`src/rtl/mem_arbiter_if.sv`:
```
// ---------------------------------------------------------------------------
// mem_arbiter_if
// Groups the two requester ports (instruction fetch, load/store), the shared
// memory bus and the stall request of the memory arbiter.
//   slave  : view taken by the arbiter (requests in, bus out)
//   master : view taken by the requesters / memory model / testbench
// Signals:
//   if_req_i/if_addr_i            fetch request, byte address
//   if_rdata_o/if_ack_o           fetch data, one-cycle completion
//   mem_req_i/mem_we_i/mem_addr_i/mem_wdata_i/mem_sel_i  load/store request
//   mem_rdata_o/mem_ack_o         load data, one-cycle completion
//   bus_ce_o/bus_we_o/bus_addr_o/bus_wdata_o/bus_sel_o   shared memory cycle
//   bus_rdata_i/bus_ack_i         shared memory read data, completion
//   err_o                         pulse with an ack produced by timeout
//   stallreq_o                    pipeline stall request
// ---------------------------------------------------------------------------
interface mem_arbiter_if;
   logic        if_req_i;
   logic [31:0] if_addr_i;
   logic [31:0] if_rdata_o;
   logic        if_ack_o;
   logic        mem_req_i;
   logic        mem_we_i;
   logic [31:0] mem_addr_i;
   logic [31:0] mem_wdata_i;
   logic [3:0]  mem_sel_i;
   logic [31:0] mem_rdata_o;
   logic        mem_ack_o;
   logic        bus_ce_o;
   logic        bus_we_o;
   logic [31:0] bus_addr_o;
   logic [31:0] bus_wdata_o;
   logic [3:0]  bus_sel_o;
   logic [31:0] bus_rdata_i;
   logic        bus_ack_i;
   logic        err_o;
   logic        stallreq_o;

   modport slave (
      input  if_req_i, if_addr_i, mem_req_i, mem_we_i, mem_addr_i,
             mem_wdata_i, mem_sel_i, bus_rdata_i, bus_ack_i,
      output if_rdata_o, if_ack_o, mem_rdata_o, mem_ack_o, bus_ce_o,
             bus_we_o, bus_addr_o, bus_wdata_o, bus_sel_o, err_o, stallreq_o
   );

   modport master (
      output if_req_i, if_addr_i, mem_req_i, mem_we_i, mem_addr_i,
             mem_wdata_i, mem_sel_i, bus_rdata_i, bus_ack_i,
      input  if_rdata_o, if_ack_o, mem_rdata_o, mem_ack_o, bus_ce_o,
             bus_we_o, bus_addr_o, bus_wdata_o, bus_sel_o, err_o, stallreq_o
   );
endinterface

```
`src/rtl/mem_arbiter.sv`:
```
// ---------------------------------------------------------------------------
// mem_arbiter
// Arbitrates an instruction-fetch port and a load/store port onto a single
// shared memory bus. Load/store has fixed priority. One transfer at a time;
// a transfer without bus_ack_i for TIMEOUT cycles is aborted with err_o.
// Ports:
//   clk  : rising-edge clock
//   rst  : asynchronous active-low reset
//   arb  : mem_arbiter_if.slave (requesters, shared bus, err, stall request)
// ---------------------------------------------------------------------------
module mem_arbiter #(
   parameter int TIMEOUT = 15
) (
   input  logic         clk,
   input  logic         rst,
   mem_arbiter_if.slave arb
);
   localparam logic [3:0] TO = TIMEOUT[3:0];

   typedef enum logic [1:0] {IDLE, IF_XFER, MEM_XFER} state_t;

   state_t      state_q;
   logic [3:0]  cnt_q, cnt_d;
   logic [31:0] addr_q, wdata_q;
   logic        we_q;
   logic [3:0]  sel_q;
   logic        if_ack_q, mem_ack_q, err_q;
   logic [31:0] if_rdata_q, mem_rdata_q;
   logic        if_go, mem_go, done;

   // A request seen in the cycle of its own ack is the one just served.
   assign if_go  = arb.if_req_i  & ~if_ack_q;
   assign mem_go = arb.mem_req_i & ~mem_ack_q;
   assign cnt_d  = cnt_q + 4'd1;
   assign done   = arb.bus_ack_i | (cnt_d == TO);

   always_ff @(posedge clk or negedge rst) begin
      if (!rst) begin
         state_q     <= IDLE;
         cnt_q       <= '0;
         addr_q      <= '0;
         wdata_q     <= '0;
         we_q        <= 1'b0;
         sel_q       <= '0;
         if_ack_q    <= 1'b0;
         mem_ack_q   <= 1'b0;
         err_q       <= 1'b0;
         if_rdata_q  <= '0;
         mem_rdata_q <= '0;
      end else begin
         // Completion outputs are single-cycle pulses; rdata is zero off-ack.
         if_ack_q    <= 1'b0;
         mem_ack_q   <= 1'b0;
         err_q       <= 1'b0;
         if_rdata_q  <= '0;
         mem_rdata_q <= '0;
         case (state_q)
            IDLE: begin
               cnt_q <= '0;
               if (mem_go) begin
                  state_q <= MEM_XFER;
                  addr_q  <= arb.mem_addr_i;
                  we_q    <= arb.mem_we_i;
                  wdata_q <= arb.mem_wdata_i;
                  sel_q   <= arb.mem_sel_i;
               end else if (if_go) begin
                  state_q <= IF_XFER;
                  addr_q  <= arb.if_addr_i;
                  we_q    <= 1'b0;
                  wdata_q <= '0;
                  sel_q   <= 4'b1111;
               end
            end
            IF_XFER, MEM_XFER: begin
               if (done) begin
                  state_q <= IDLE;
                  cnt_q   <= '0;
                  // A real ack wins over a timeout reached in the same cycle.
                  err_q   <= ~arb.bus_ack_i;
                  if (state_q == IF_XFER) begin
                     if_ack_q   <= 1'b1;
                     if_rdata_q <= arb.bus_ack_i ? arb.bus_rdata_i : '0;
                  end else begin
                     mem_ack_q   <= 1'b1;
                     mem_rdata_q <= (arb.bus_ack_i && !we_q) ? arb.bus_rdata_i : '0;
                  end
               end else begin
                  cnt_q <= cnt_d;
               end
            end
            default: state_q <= IDLE;
         endcase
      end
   end

   assign arb.bus_ce_o    = (state_q != IDLE);
   assign arb.bus_we_o    = we_q;
   assign arb.bus_addr_o  = addr_q;
   assign arb.bus_wdata_o = wdata_q;
   assign arb.bus_sel_o   = sel_q;
   assign arb.if_ack_o    = if_ack_q;
   assign arb.if_rdata_o  = if_rdata_q;
   assign arb.mem_ack_o   = mem_ack_q;
   assign arb.mem_rdata_o = mem_rdata_q;
   assign arb.err_o       = err_q;
   assign arb.stallreq_o  = (arb.if_req_i & ~if_ack_q) | (arb.mem_req_i & ~mem_ack_q);
endmodule

```
`src/flat_wrapper.sv`:
```
// flat-port wrapper written by rule: the top's interface ports become plain ports
module mem_arbiter_flat 
#(
   parameter int TIMEOUT = 15
)
  (clk, rst, arb_if_req_i, arb_if_addr_i, arb_mem_req_i, arb_mem_we_i, arb_mem_addr_i, arb_mem_wdata_i, arb_mem_sel_i, arb_bus_rdata_i, arb_bus_ack_i, arb_if_rdata_o, arb_if_ack_o, arb_mem_rdata_o, arb_mem_ack_o, arb_bus_ce_o, arb_bus_we_o, arb_bus_addr_o, arb_bus_wdata_o, arb_bus_sel_o, arb_err_o, arb_stallreq_o);
  mem_arbiter_if arb_i ();
  input  logic clk;
  input  logic rst;
  input wire logic [$bits(arb_i.if_req_i)-1:0] arb_if_req_i;
  input wire logic [$bits(arb_i.if_addr_i)-1:0] arb_if_addr_i;
  input wire logic [$bits(arb_i.mem_req_i)-1:0] arb_mem_req_i;
  input wire logic [$bits(arb_i.mem_we_i)-1:0] arb_mem_we_i;
  input wire logic [$bits(arb_i.mem_addr_i)-1:0] arb_mem_addr_i;
  input wire logic [$bits(arb_i.mem_wdata_i)-1:0] arb_mem_wdata_i;
  input wire logic [$bits(arb_i.mem_sel_i)-1:0] arb_mem_sel_i;
  input wire logic [$bits(arb_i.bus_rdata_i)-1:0] arb_bus_rdata_i;
  input wire logic [$bits(arb_i.bus_ack_i)-1:0] arb_bus_ack_i;
  output wire logic [$bits(arb_i.if_rdata_o)-1:0] arb_if_rdata_o;
  output wire logic [$bits(arb_i.if_ack_o)-1:0] arb_if_ack_o;
  output wire logic [$bits(arb_i.mem_rdata_o)-1:0] arb_mem_rdata_o;
  output wire logic [$bits(arb_i.mem_ack_o)-1:0] arb_mem_ack_o;
  output wire logic [$bits(arb_i.bus_ce_o)-1:0] arb_bus_ce_o;
  output wire logic [$bits(arb_i.bus_we_o)-1:0] arb_bus_we_o;
  output wire logic [$bits(arb_i.bus_addr_o)-1:0] arb_bus_addr_o;
  output wire logic [$bits(arb_i.bus_wdata_o)-1:0] arb_bus_wdata_o;
  output wire logic [$bits(arb_i.bus_sel_o)-1:0] arb_bus_sel_o;
  output wire logic [$bits(arb_i.err_o)-1:0] arb_err_o;
  output wire logic [$bits(arb_i.stallreq_o)-1:0] arb_stallreq_o;
  assign arb_i.if_req_i = arb_if_req_i;
  assign arb_i.if_addr_i = arb_if_addr_i;
  assign arb_i.mem_req_i = arb_mem_req_i;
  assign arb_i.mem_we_i = arb_mem_we_i;
  assign arb_i.mem_addr_i = arb_mem_addr_i;
  assign arb_i.mem_wdata_i = arb_mem_wdata_i;
  assign arb_i.mem_sel_i = arb_mem_sel_i;
  assign arb_i.bus_rdata_i = arb_bus_rdata_i;
  assign arb_i.bus_ack_i = arb_bus_ack_i;
  assign arb_if_rdata_o = arb_i.if_rdata_o;
  assign arb_if_ack_o = arb_i.if_ack_o;
  assign arb_mem_rdata_o = arb_i.mem_rdata_o;
  assign arb_mem_ack_o = arb_i.mem_ack_o;
  assign arb_bus_ce_o = arb_i.bus_ce_o;
  assign arb_bus_we_o = arb_i.bus_we_o;
  assign arb_bus_addr_o = arb_i.bus_addr_o;
  assign arb_bus_wdata_o = arb_i.bus_wdata_o;
  assign arb_bus_sel_o = arb_i.bus_sel_o;
  assign arb_err_o = arb_i.err_o;
  assign arb_stallreq_o = arb_i.stallreq_o;
  mem_arbiter #(.TIMEOUT(TIMEOUT)) u_core (.clk(clk), .rst(rst), .arb(arb_i));
endmodule
```
`config.mk`:
```
export PLATFORM = sky130hd
export DESIGN_NAME = mem_arbiter_flat
export DESIGN_NICKNAME = d
export VERILOG_FILES = /design/src/rtl/mem_arbiter_if.sv /design/src/rtl/mem_arbiter.sv /design/src/flat_wrapper.sv
export SDC_FILE = /design/constraint.sdc
export NUM_CORES = 1
export LEC_CHECK = 0
export CORE_ASPECT_RATIO = 0.8
export CORE_UTILIZATION = 40
export DETAILED_ROUTE_END_ITERATION = 8
export HOLD_SLACK_MARGIN = 0.1
export PLACE_DENSITY = 0.86
export SYNTH_ARGS = -nofsm -noshare
export SYNTH_HDL_FRONTEND = slang
export SYNTH_SLANG_ARGS = --single-unit
```
`constraint.sdc`:
```
create_clock -name clk -period 1.8 [get_ports clk]
set_input_delay 0.18 -clock clk [delete_from_list [all_inputs] [get_ports clk]]
set_output_delay 0.18 -clock clk [all_outputs]
set_load 0.01 [all_outputs]
```
Word level (Yosys, flattened, before mapping)
Index checks and enable logic that the tools add are counted.
- bits in latches: 0
- bits in registers: 142
- ROM bits: 0
- memories: 0
- RAM bits: 0
- output and inout bits: 138
- input port bits: 138
- order comparisons: 0
- reduce and logical (&&, ||, !) cells: 9
- add/subtract/negate cells: 1
- multipliers: 0
- eq/ne operators: 5
- bitwise operators: 7
- shift-type cells: 0
- muxes and demuxes: 30
- div/mod/pow operators: 0
- operators with widths (kind ; count):
    $mux 32 ; 12
    $mux 4 ; 3
    $mux 1 ; 10
    $pmux 4 s2 ; 1
    $mux 2 ; 3
    $reduce_bool 2->1 ; 3
    $add 4x1->4 const B ; 1
    $eq 4x4->1 const B ; 1
    $pmux 2 s2 ; 1
    $reduce_and 2->1 ; 2
    $ne 3x1->1 const B ; 1
    $not 1->1 ; 3
    $and 1x1->1 ; 2
    $eq 2x1->1 const B ; 1
    $eq 2x2->1 const B ; 1
    $logic_not 2->1 ; 1
    $ne 2x1->1 const B ; 1
    $or 1x1->1 ; 2
    $reduce_or 2->1 ; 1
    $logic_and 1x1->1 ; 1
    $logic_not 1->1 ; 1

Logic depth before layout (Yosys ltp)
- depth after elaboration: 6
- depth in mapped cells: 7
- mapped depth without buffers: 6

Worst setup path after synthesis
OpenSTA, ideal clock, no wires.
- kind: flip-flop to flip-flop
- start point: reg u_core.state_q[0]
- end point: reg u_core.state_q[0]
- required time: 1.682 ns
- setup time: 0.118 ns
- arrival: 1.526 ns
- stages on the path, launching flop included: 7
- buffers on the path: 0
- setup slack: 0.156 ns
- path through: dfrtp_1 > inv_1 > ha_1 > inv_1 > a311oi_4 > a21oi_1 > o2bb2a_4
- word-level cells in the longest chain between the ends: 4
- elaborated cells on any way between the ends: 8
- ends and longest elaborated chain (element ; line ; RTL):
    start, declared ; mem_arbiter.sv:22 ; state_t state_q;
    start signal, assigned ; mem_arbiter.sv:39 ; state_q <= IDLE;
    start signal, assigned ; mem_arbiter.sv:61 ; state_q <= MEM_XFER;
    start signal, assigned ; mem_arbiter.sv:67 ; state_q <= IF_XFER;
    $eq 2x2->1 or $eq 2x1->1 (tied branches) ; mem_arbiter.sv:57 ; case (state_q)
    $reduce_or 2->1 ; mem_arbiter.sv:57 ;
    $ne 2x1->1 (no line) ; - ;
    $reduce_and 2->1 (no line) ; - ;
Parallel ways exist; a longest one is shown, timed or not.
A chain may end at the register's enable or synchronous reset.

Final worst setup path
- start point: reg u_core.state_q[1]
- end point: reg u_core.mem_rdata_q[1], in the netlist u_core.arb.mem_rdata_o[1]
- word-level cells in the longest chain between the ends: 4
- elaborated cells on any way between the ends: 6
- ends and longest elaborated chain (element ; line ; RTL):
    $eq 2x1->1 ; mem_arbiter.sv:57, mem_arbiter.sv:80 ;
    $mux 32 ; mem_arbiter.sv:80 ; if (state_q == IF_XFER) begin
    $mux 32 ; mem_arbiter.sv:75 ; if (done) begin
    $mux 32 * ; mem_arbiter.sv:57 ;
    end signal, assigned ; mem_arbiter.sv:85 ; mem_rdata_q <= (arb.bus_ack_i && !we_q) ? arb.bus_rdata_i : '0;
    end, declared ; mem_arbiter.sv:28 ; logic [31:0] if_rdata_q, mem_rdata_q;
Mark *: on every way between the ends. The rest lies on a longest branch, timed or not.

==> impl_metrics.json <==
{
  "r2r_end": "u_core.arb.mem_rdata_o[1]$_DFF_PN0_",
  "wl_per_cell_um": 16.77,
  "place_congestion": 0.8823,
  "setup_viol": 0,
  "avgSynthCellArea_um2": 11.83,
  "n_antenna_cell": 0,
  "drt-total-wl_um": 15500,
  "fmax_mhz": 583.2,
  "setup_tns_ns": 0,
  "synth_cell_types": 36,
  "synth-main-ff-cell": "dfrtp_1",
  "clock_skew_ns": 0.009744,
  "io_pins": 276,
  "rr_startpoint": "u_core.state_q[1]$_DFFE_PN0P_",
  "place_inst": 890,
  "cts.sinks": 142,
  "synth_fp_nets": 598,
  "slew_viol_final": 0,
  "rsz0062_at_grt": "no",
  "grt_pass1_vias": 4773,
  "grtUsageMet3_pct": 10.73,
  "firstDrtPassIters": 4,
  "dr.first_iter.drc_count": 198,
  "internal_power_mw": 9.619,
  "synth-seq-cells": 142,
  "die_area_mm2": 0.01392,
  "worstPathRequired_ns": 2.16,
  "use_met1_pct": 24.83,
  "vias": 4552,
  "grt_pass1_wl_um": 24270,
  "ant_nets": 0,
  "ir_drop_mv": 0.7511,
  "r2r_slack_ns": 0.09,
  "relSlewSlack_pct": 72.03,
  "drc_errors": 0,
  "clk_path_buf_depth": 2,
  "clk_latency_ns": 0.42,
  "p_comb_share_pct": 40.5,
  "async_flop_share_pct": 100.0,
  "hold_viol_final": 0,
  "p_clk_share_pct": 25.4,
  "outcome": "finished, final reports clean",
  "yosysWarnings": 0,
  "grt_start_max_net_pins": 69,
  "synth_area_leaders": "dfrtp_1 (66%), and2_1 (7.4%), a22o_1 (5.4%), nand2_1 (5.2%), a31oi_1 (3.8%)",
  "p_switching_mw": 4.460,
  "clockRootBuffer": "clkbuf_16",
  "areaGrowthSynthToFinish_pct": 68.75,
  "antenna_found_initial": 0,
  "yosysSeqAreaShare_pct": 66.03,
  "power.density_mw_per_mm2": 1550,
  "rows": 37,
  "netlist_top_cells_count": "dfrtp_1 (142), nand2_1 (74), and2_1 (64)",
  "synth_top_cell_area_share_pct": 66.03,
  "synth_area_mm2": 0.005381,
  "die_h_um": 105.7,
  "yosys.cell_count.top_type": "dfrtp_1",
  "cts_buffers": 17,
  "r2r_cells": 8,
  "grt_overflow": 0,
  "port_buffers": 275,
  "p_leak_nw": 3.999,
  "p_sw_share_pct": 31.68,
  "initial_core_util_pct": 41.37,
  "final_util_pct": 69.81,
  "routed_via_density": 4.926,
  "critical_path_arrival_ns": 2.07,
  "cp-start-kind": "flip-flop",
  "track_usage_pct": 22.89,
  "fillerInstances": 857,
  "seq_power_share_pct": 34.1,
  "fin_crit_sh_pct": 95.27,
  "path_clk_slew_ns": 0.06,
  "worstHoldPathType": "primary input to asynchronous set/reset pin",
  "grt_busiest_layer": "met2",
  "die_w_um": 131.7,
  "final_nets": 880,
  "cts.htree.levels": 4,
  "met2_usage_pct": 39.38,
  "final.min_clock_period_ns": 1.715,
  "layout-drive-gt1-share_pct": 8.545,
  "maxCapViolations": 0,
  "crit_type": "flip-flop to flip-flop",
  "netlist_instances": 455,
  "finalNonFillerCells": 924,
  "cts_tree": "done",
  "yosys.area.top_type": "dfrtp_1",
  "path_max_fanout": 16,
  "core_area_mm2": 0.01301,
  "synth-edff-count": 0,
  "end_kind": "flip-flop",
  "worst_pin_slew_ns": 0.4196,
  "dpl.hpwl_um": 10980
}
-- sequential cells by signal (all words and copies together) (netlist names), 2 cells and up --
name / cells
u_core.arb.bus_addr_o: 32
u_core.arb.bus_sel_o: 4
u_core.arb.bus_wdata_o: 32
u_core.arb.if_rdata_o: 32
u_core.arb.mem_rdata_o: 32
u_core.cnt_q: 4
u_core.state_q: 2
-- cell type report --
type / count / area (um2) / share of cell area, %
sequential: 142 / 3553 / 39.13
timing repair buffer: 291 / 2979 / 32.81
multi-input combinational: 278 / 1704 / 18.77
clock buffer: 19 / 442.9 / 4.877
tap: 175 / 219.0 / 2.411
clock inverter: 12 / 156.4 / 1.722
inverter: 7 / 26.28 / 0.2893
-- worst max path at each step --
stage / start / endpoint / slack (ns) / depth (start not counted)
detailed placement: arb_mem_req_i / u_core.arb.bus_addr_o[9]$_DFFE_PN0P_ / 0.01 / 7
floorplan: u_core.state_q[0]$_DFFE_PN0P_ / u_core.state_q[0]$_DFFE_PN0P_ / 0.16 / 6
global placement: u_core.cnt_q[1]$_DFFE_PN0P_ / u_core.state_q[0]$_DFFE_PN0P_ / 0.12 / 5
finish: u_core.state_q[1]$_DFFE_PN0P_ / u_core.arb.mem_rdata_o[1]$_DFF_PN0_ / 0.09 / 8
CTS: u_core.state_q[1]$_DFFE_PN0P_ / arb_bus_ce_o / 0.03 / 4
global route: u_core.state_q[1]$_DFFE_PN0P_ / u_core.arb.mem_rdata_o[1]$_DFF_PN0_ / 0.004 / 8
-- layout by cell type (no fill, tap or decap), types with 4 or more instances in the layout --
master	n
clkdlybuf4s50_1	272
o22a_1	4
buf_4	7
a31oi_1	33
nand2_1	74
inv_1	5
ha_1	4
a22o_1	33
dfrtp_1	142
buf_12	7
inv_6	5
clkbuf_16	18
nor2_1	33
and2_1	63
-- per-layer routing --
layer / part of all wire, % / vias up
li1: - / 2102
met1: 38 / 2202
met2: 50 / 234
met3: 11 / 14
met4: 1.3 / 0
met5: 0 / -
-- power groups by stage --
stage	sequential, mW	combinational [mW]	clock, mW
detailed placement	4.83	5.59	0
global route	4.90	6.10	3.80
floorplan	5.27	1.98	0
finish	4.80	5.71	3.57
CTS	4.79	5.64	3.64
global placement	4.76	5.41	0
-- kinds of logic (layout without fill, tap and decap cells) --
kind of cell    after synthesis  after routing  share of synthesized area, %
simple gates                186            186                         17.11
compound gates               87             87                         12.83
buf+inv                      35            329                         2.860
fa+ha+maj                     5              5                         1.163
flops                       142            142                         66.03
-- timing repair --
item / in CTS / in global routing
hold buffers: 1 / 0
setup endpoints to repair: 2 / 37
gates resized for setup: 4 / 4
gates cloned: 0 / 1
pin swaps: 0 / 2
endpoints found under the hold margin: 88 / 0
buffers inserted: 0 / 1
-- critical path, cell delays in order (launching register included) --
cell and delay, ns:
dfrtp_1 0.39, inv_2 0.08, ha_4 0.28, inv_2 0.04, buf_4 0.14, nor4b_4 0.25, buf_4 0.18, clkbuf_16 0.17
and2_1 0.12
-- through the flow --
stage	setup slack (ns)	hold slack [ns]	instance area (um2)	power [mW]
5_1_grt	0.003525	0.2571	9081	14.80
3_5_place_dp	0.009802	0.1272	8424	10.42
6_report	0.08518	0.2443	9081	14.08
4_1_cts	0.03455	0.2497	9036	14.07
2_1_floorplan	0.1556	-0.1156	5381	7.255
3_3_place_gp	0.1191	0.1201	8424	10.18
No activity file was read; power rests on OpenSTA's default activity.
